==> src/rtl/key_dir_debounce.sv <==
// key_dir_debounce: synchronises and debounces four direction keys, emits press pulses and
// manages the committed snake heading. Optional auto-repeat is built when KEY_REPEAT_EN is defined.
module key_dir_debounce #(
  parameter int         DEB_CYCLES     = 1000000,
  parameter bit         KEY_ACTIVE_LOW = 1'b1,
  parameter logic [1:0] INIT_DIR       = 2'd3
`ifdef KEY_REPEAT_EN
  ,
  parameter int         REPEAT_CYCLES  = 25000000
`endif
) (
  input  logic       clk,
  input  logic       rst,
  input  logic       k_up,
  input  logic       k_down,
  input  logic       k_left,
  input  logic       k_right,
  input  logic       step_tick,
  output logic [3:0] key_level,
  output logic [3:0] key_press,
  output logic [1:0] dir,
  output logic [1:0] dir_pending,
  output logic       any_press
);

  typedef enum logic [1:0] {
    DIR_UP    = 2'd0,
    DIR_DOWN  = 2'd1,
    DIR_LEFT  = 2'd2,
    DIR_RIGHT = 2'd3
  } dir_e;

  localparam int               CNT_W    = $clog2(DEB_CYCLES);
  localparam logic [CNT_W-1:0] DEB_LAST = CNT_W'(DEB_CYCLES - 1);

  function automatic dir_e opposite(input dir_e d);
    case (d)
      DIR_UP:   opposite = DIR_DOWN;
      DIR_DOWN: opposite = DIR_UP;
      DIR_LEFT: opposite = DIR_RIGHT;
      default:  opposite = DIR_LEFT;
    endcase
  endfunction

  // Key vectors are ordered {up, down, left, right}; 1 = pressed after normalisation.
  logic [3:0] key_raw;
  logic [3:0] sync1_q, sync1_d;
  logic [3:0] sync2_q, sync2_d;
  logic [3:0] level_q, level_d;
  logic [3:0] prev_q, prev_d;
  logic [3:0] arm_q, arm_d;
  logic [1:0] settle_q, settle_d;
  logic [3:0] press_q, press_d;
  logic       any_q, any_d;
  logic [CNT_W-1:0] deb_cnt_q [4];
  logic [CNT_W-1:0] deb_cnt_d [4];
  dir_e       dir_q, dir_d;
  dir_e       pend_q, pend_d;
  logic [3:0] rise_edge;
  logic [3:0] rise;
  logic       req_valid;
  dir_e       req_dir;
  logic       req_ok;

`ifdef KEY_REPEAT_EN
  localparam int               REP_W    = $clog2(REPEAT_CYCLES);
  localparam logic [REP_W-1:0] REP_LAST = REP_W'(REPEAT_CYCLES - 1);

  logic [REP_W-1:0] rep_cnt_q [4];
  logic [REP_W-1:0] rep_cnt_d [4];
  logic [3:0]       rep_fire;
`endif

  assign key_raw = KEY_ACTIVE_LOW ? ~{k_up, k_down, k_left, k_right}
                                  :  {k_up, k_down, k_left, k_right};

  always_comb begin
    sync1_d  = key_raw;
    sync2_d  = sync1_q;
    prev_d   = level_q;
    settle_d = {settle_q[0], 1'b1};
    level_d  = level_q;
    for (int i = 0; i < 4; i++) begin
      if (sync2_q[i] == level_q[i]) begin
        deb_cnt_d[i] = '0;
      end else if (deb_cnt_q[i] == DEB_LAST) begin
        deb_cnt_d[i] = '0;
        level_d[i]   = sync2_q[i];
      end else begin
        deb_cnt_d[i] = deb_cnt_q[i] + 1'b1;
      end
    end
    // A key only becomes eligible for pulses once it has been seen released after reset.
    arm_d = arm_q | ({4{settle_q[1]}} & ~sync2_q);
  end

  assign rise_edge = level_q & ~prev_q;
  assign rise      = rise_edge & arm_q;

`ifdef KEY_REPEAT_EN
  always_comb begin
    rep_fire = '0;
    for (int i = 0; i < 4; i++) begin
      if (!level_q[i] || rise_edge[i]) begin
        rep_cnt_d[i] = '0;
      end else if (rep_cnt_q[i] == REP_LAST) begin
        rep_cnt_d[i] = '0;
        rep_fire[i]  = arm_q[i];
      end else begin
        rep_cnt_d[i] = rep_cnt_q[i] + 1'b1;
      end
    end
  end

  assign press_d = rise | rep_fire;
`else
  assign press_d = rise;
`endif

  assign any_d = |press_d;

  // Requests come from the registered pulses; up > down > left > right.
  always_comb begin
    req_valid = |press_q;
    if (press_q[3])      req_dir = DIR_UP;
    else if (press_q[2]) req_dir = DIR_DOWN;
    else if (press_q[1]) req_dir = DIR_LEFT;
    else                 req_dir = DIR_RIGHT;
    req_ok = req_valid && (req_dir != opposite(dir_q));
    pend_d = req_ok ? req_dir : pend_q;
    dir_d  = step_tick ? pend_d : dir_q;
  end

  always_ff @(posedge clk) begin
    if (rst) begin
      sync1_q  <= '0;
      sync2_q  <= '0;
      level_q  <= '0;
      prev_q   <= '0;
      arm_q    <= '0;
      settle_q <= '0;
      press_q  <= '0;
      any_q    <= 1'b0;
      dir_q    <= dir_e'(INIT_DIR);
      pend_q   <= dir_e'(INIT_DIR);
      for (int i = 0; i < 4; i++) begin
        deb_cnt_q[i] <= '0;
`ifdef KEY_REPEAT_EN
        rep_cnt_q[i] <= '0;
`endif
      end
    end else begin
      sync1_q  <= sync1_d;
      sync2_q  <= sync2_d;
      level_q  <= level_d;
      prev_q   <= prev_d;
      arm_q    <= arm_d;
      settle_q <= settle_d;
      press_q  <= press_d;
      any_q    <= any_d;
      dir_q    <= dir_d;
      pend_q   <= pend_d;
      for (int i = 0; i < 4; i++) begin
        deb_cnt_q[i] <= deb_cnt_d[i];
`ifdef KEY_REPEAT_EN
        rep_cnt_q[i] <= rep_cnt_d[i];
`endif
      end
    end
  end

  assign key_level   = level_q;
  assign key_press   = press_q;
  assign any_press   = any_q;
  assign dir         = dir_q;
  assign dir_pending = pend_q;

endmodule
==> config.mk <==
export PLATFORM = sky130hd
export DESIGN_NAME = key_dir_debounce
export DESIGN_NICKNAME = d
export VERILOG_FILES = /design/src/rtl/key_dir_debounce.sv
export SDC_FILE = /design/constraint.sdc
export NUM_CORES = 1
export LEC_CHECK = 0
export ABC_AREA = 1
export BUFFER_PORTS_ARGS = -buffer_cell sky130_fd_sc_hd__buf_2
export CAP_MARGIN = 20
export CORE_AREA = 2 2 99 101
export DETAILED_ROUTE_END_ITERATION = 8
export DIE_AREA = 0 0 101 103
export PLACE_DENSITY = 0.82
export RECOVER_POWER = 100
export SLEW_MARGIN = 20
export SYNTH_ARGS = -nofsm -noshare
export SYNTH_HDL_FRONTEND = slang
export SYNTH_SLANG_ARGS = --single-unit
==> constraint.sdc <==
create_clock -name clk -period 1.55 [get_ports clk]
set_clock_uncertainty 0.15 [all_clocks]
set_input_delay 0.31 -clock clk [delete_from_list [all_inputs] [get_ports clk]]
set_output_delay 0.31 -clock clk [all_outputs]
set_load 0.05 [all_outputs]
-- Yosys cells after proc, flatten, opt, wreduce, memory -nomap -nowiden
Memory sizes are Yosys's and may differ from the RTL's.
Cells that the tools add are included.
- flip-flop bits (word level): 31
- memory bits (writable): 80
- bits of input ports: 7
- output and inout bits: 13
- word-level logic and storage cells: 74
- memories kept: 1
- add/sub/neg operators: 4
- eq/ne operators: 11
- mux-type cells: 21
- bitwise gates (word level): 15
- reductions and logical operators: 8
- memories (name ; depth ; width ; rd ports ; clocked after Yosys merged registers in ; wr ports ; line ; text):
    deb_cnt_q ; 4 ; 20 ; 4 ; 0 ; 4 ; 55 ; logic [CNT_W-1:0] deb_cnt_q [4];
- operator list (cell ; count):
    $mux W20 ; 12
    $add A20 B1 Y20 const B ; 4
    $eq A20 B20 Y1 const B ; 4
    $and A4 B4 Y4 ; 3
    $not A4 Y4 ; 3
    $reduce_and A2 Y1 ; 4
    $reduce_or A4 Y1 ; 2
    $mux W2 ; 3
    $pmux W2 S3 ; 1
    $mux W1 ; 5
    $eq A1 B1 Y1 ; 4
    $not A1 Y1 ; 4
    $or A1 B1 Y1 ; 4
    $or A4 B4 Y4 ; 1
    $eq A2 B1 Y1 const B ; 1
    $eq A2 B2 Y1 const B ; 1
    $logic_not A2 Y1 ; 1
    $ne A2 B2 Y1 ; 1
    $logic_and A1 B1 Y1 ; 1

-- Logic depth before layout (Yosys ltp)
- word-level depth: 6
- gate-level depth with buffers: 9
- gate-level depth less buffers: 9

-- Worst setup path before layout
OpenSTA, ideal clock, no wires.
- path kind: reg-to-reg
- start point: mem deb_cnt_q[1][0] in the netlist's numbering
- end point: mem deb_cnt_q[1][6] in the netlist's numbering
- arrival time: 1.396 ns
- slack: -0.116 ns
- stages on the path, launching flop included: 10
- buffers on the path: 1
- clock period less this slack: 1.666 ns
- cell sequence: dfxtp_1 > ha_1 > nand3_2 > nor2_2 > nand2_1 > nor2_1 > nand2_1 > nand2_1 > buf_4 > a21oi_1
- RTL lines (element ; line):
    start: declaration ; 55

==> impl_results.md <==
* GPL Wtd Cong at 0.942
* FP Rows at 36
* Max rail drop VDD at 0.572 mV
* Top routing layer in use: met4
* Worst path top cell family by delay: simple AND/OR/NAND/NOR gates
* Mapped cell area at 0.00505 mm²
* Cells on worst reg2reg path at 9
* Main synth FF type: dfxtp_1
* First-pass GRT wire length at 18900 µm
* # diodes at 0
* Routed Antenna Nets at 0
* Routed wl met3 at 663 µm
* Sequential fraction of the synthesis area at 44.0%
* Unrepaired setup endpoints after global routing: yes
* Worst R2R End: deb_cnt_q[1][6]
* Max stage delay on crit path at 0.37 ns
* IO Pins at 20
* Share of layout cells above drive strength 1 at 23.7%
* CTS sink cnt at 111
* Final HPWL DP at 7760 µm
* # nets final at 813
* Die width at 101 µm
* Worst slew pin tran at 0.443 ns
* Hold crit path type: in -> reg
* Hold worst-path end: dir[1]
* Core area at 0.00946 mm²
* Post-synth cell types at 31
* DRT Pass-1 Iters at 7
* Clk pin slew, worst setup/hold paths at 0.10 ns
* Most area-hungry cell type in the Yosys netlist: dfxtp_1
* RR Startpoint: deb_cnt_q[1][1]
* Placed Cells at 882
* HP Start: step_tick
* Number of global-route vias before repair at 4499
* Non-Filler Instances at 920
* Final hold violation count at 0
* Via density at 5.33
* Post-Synthesis Cells at 728
* Vias at 4906
* Worst-skew pair later-pin latency at 0.38 ns
* Final hold slack at 0.0394 ns
* Mean routed wirelength per cell at 13.6 µm
* Final TNS setup at -1.90 ns
* Power Dens Cells at 788 mW/mm²
* TritonCTS Buffers at 9
* Post-route setup slack at -0.0859 ns
* Synthesized area per cell at 6.94 µm²
* Critical Path AT at 1.75 ns
* Die Ht at 103 µm
* CTS tree: yes
* Largest net degree at the start of global routing at 25
* H-tree levels at 3
* Fin crit period at 1.64 ns
* Most frequent cell after synthesis: nand2_1
* FF-to-FF setup slack at -0.09 ns
* Setup crit end kind: flop
* Initial antenna violation count at 0
* Period utilization at 106%
* Syn-to-layout area delta at 26.4%
* Port buffer count at 19
* Synth top area share at 44.0%
* Deepest clock path buffer count at 2
* Fmax at 611 MHz
* Final wirelength at 12500 µm
* WP depth at 9
* Synth warnings at 0
* Initial core utilization at 53.4%
* Seq cells post-synth at 111
* Met2 WL at 6410 µm
* Max-slew violation count at 0
* Status: finished, violations left
* Gr usage total at 22.5%
* Root Buffer: clkbuf_8
* Die Area at 0.0104 mm²
* Syn_nets at 739
* Slew headroom at 70.1%
* Leak Pwr at 0.00218 µW
* Wl on met1 at 5090 µm
* Max_cap viols at 0
* Asr flop ratio synth at 0%
* Hold path cells at 3
* CP required at 1.66 ns
* CP Cell Sequence: ha_4, nand3_4, nor2_4, nand2_2, nor2_4, nand2_2, nand2_4, buf_6, a21oi_1
* Drc violations at 0
* Failing checks: setup timing
* Buf/Inv on CP at 1
* Largest fanout on the critical path at 5
* Setup CP Type: reg -> reg
* Remaining global-route overflow at 0
* Most instantiated cells after synthesis: nand2_1, nor2_1, dfxtp_1
* EDFF count, synth at 0
* Worst setup SP type: flop
* DRT iter0 DRCs at 245
* Finish-stage setup viols at 59
* CP max-delay cell: dfxtp_2
* Area contributors post-synth: dfxtp_1, nand2_1, nor2_1
[per-layer routing]
| metal | up-vias | global-route usage (%) |
|---|---|---|
| li1 | 2447 | - |
| met1 | 2242 | 25.8 |
| met2 | 179 | 41.1 |
| met3 | 38 | 3.32 |
| met4 | 0 | 10.7 |
| met5 | - | 0 |
[power breakdown]
group / switching, µW / internal (µW)
logic: 88.5 / 59.4
registers: 15.0 / 2880
clock network: 931 / 1060
total: 1030 / 4000
[flip-flops by register name, indices dropped and copies added (netlist names)]
| register | count |
|---|---|
| dir_pending | 2 |
| settle_q | 2 |
| dir | 2 |
| prev_q | 4 |
| any_press | 1 |
| key_press | 4 |
| key_level | 4 |
| deb_cnt_q | 80 |
| arm_q | 4 |
| sync1_q | 4 |
| sync2_q | 4 |
[worst reg2reg max path: stages, from the launching register on]
cell     delay [ns]
dfxtp_2        0.37
ha_4           0.16
nand3_4        0.10
nor2_4         0.14
nand2_2        0.09
nor2_4         0.12
nand2_2        0.08
nand2_4        0.12
buf_6          0.14
a21oi_1        0.06
[area by class of cell]
| type | count | area [µm²] |
|---|---|---|
| clock buffer | 11 | 131 |
| fill | 719 | 3070 |
| tap | 114 | 143 |
| timing repair buffer | 71 | 572 |
| clock inverter | 4 | 95.1 |
| multi-input combinational | 539 | 2940 |
| sequential | 111 | 2250 |
| inverter | 70 | 263 |
[logic make-up (layout without fill, tap and decap cells)]
group	Yosys count	after routing	synth area share [%]
AO/OA/AOI/OAI	64	64	6.66
AND/OR/NAND/NOR	440	443	37.0
XOR/XNOR	28	28	4.85
adder cells (fa/ha/maj)	4	4	0.990
flip-flops	111	111	44.0
buffers and inverters	81	156	6.58
[how the worst max path moves through the flow]
stage | slack (ns) | startpoint | endpoint
final | -0.09 | deb_cnt_q[1][1] | deb_cnt_q[1][6]
after global routing | -0.17 | deb_cnt_q[1][1] | deb_cnt_q[1][6]
after CTS | -0.02 | deb_cnt_q[1][1] | deb_cnt_q[1][16]
after detailed placement | -0.11 | deb_cnt_q[1][1] | deb_cnt_q[1][16]
after global placement | 0.0007 | deb_cnt_q[1][1] | deb_cnt_q[1][11]
after floorplan | -0.003 | deb_cnt_q[2][0] | deb_cnt_q[2][12]
[timing repair]
item | CTS | global route
resized for setup | 27 | 108
endpoints found under the setup margin | 80 | 87
pin swaps | 11 | 26
setup buffers | 6 | 9
endpoints found under the hold margin | 4 | 0
hold buffers | 4 | 0
cloned | 4 | 3
[stage by stage]
step,instance area (µm²),utilization [%],worst slack (ns),total power [µW]
after floorplan,5080,-,-0.00256,3030
after global placement,5510,58.2,0.000717,3060
after detailed placement,5510,58.2,-0.108,3060
after CTS,5960,63.1,-0.0211,5030
after global routing,6390,67.6,-0.167,5200
final,6390,67.6,-0.0859,5030
[cells in the final DEF, fill, tap and decap left out, types with 8 or more instances in the layout]
master    instances
buf_4            37
nand4_1          15
nand3_1          26
dfxtp_2          19
nand2_1         169
a21oi_1          35
inv_1            66
nor2_2           24
xnor2_1           9
dfxtp_1          92
xor2_1           19
nand2_2          10
nor2_1          132
o21ai_0          11
nor2_4           10
nand3_2           8
clkbuf_8          9
a21oi_2           8
Power figures use the tool's default switching activity.
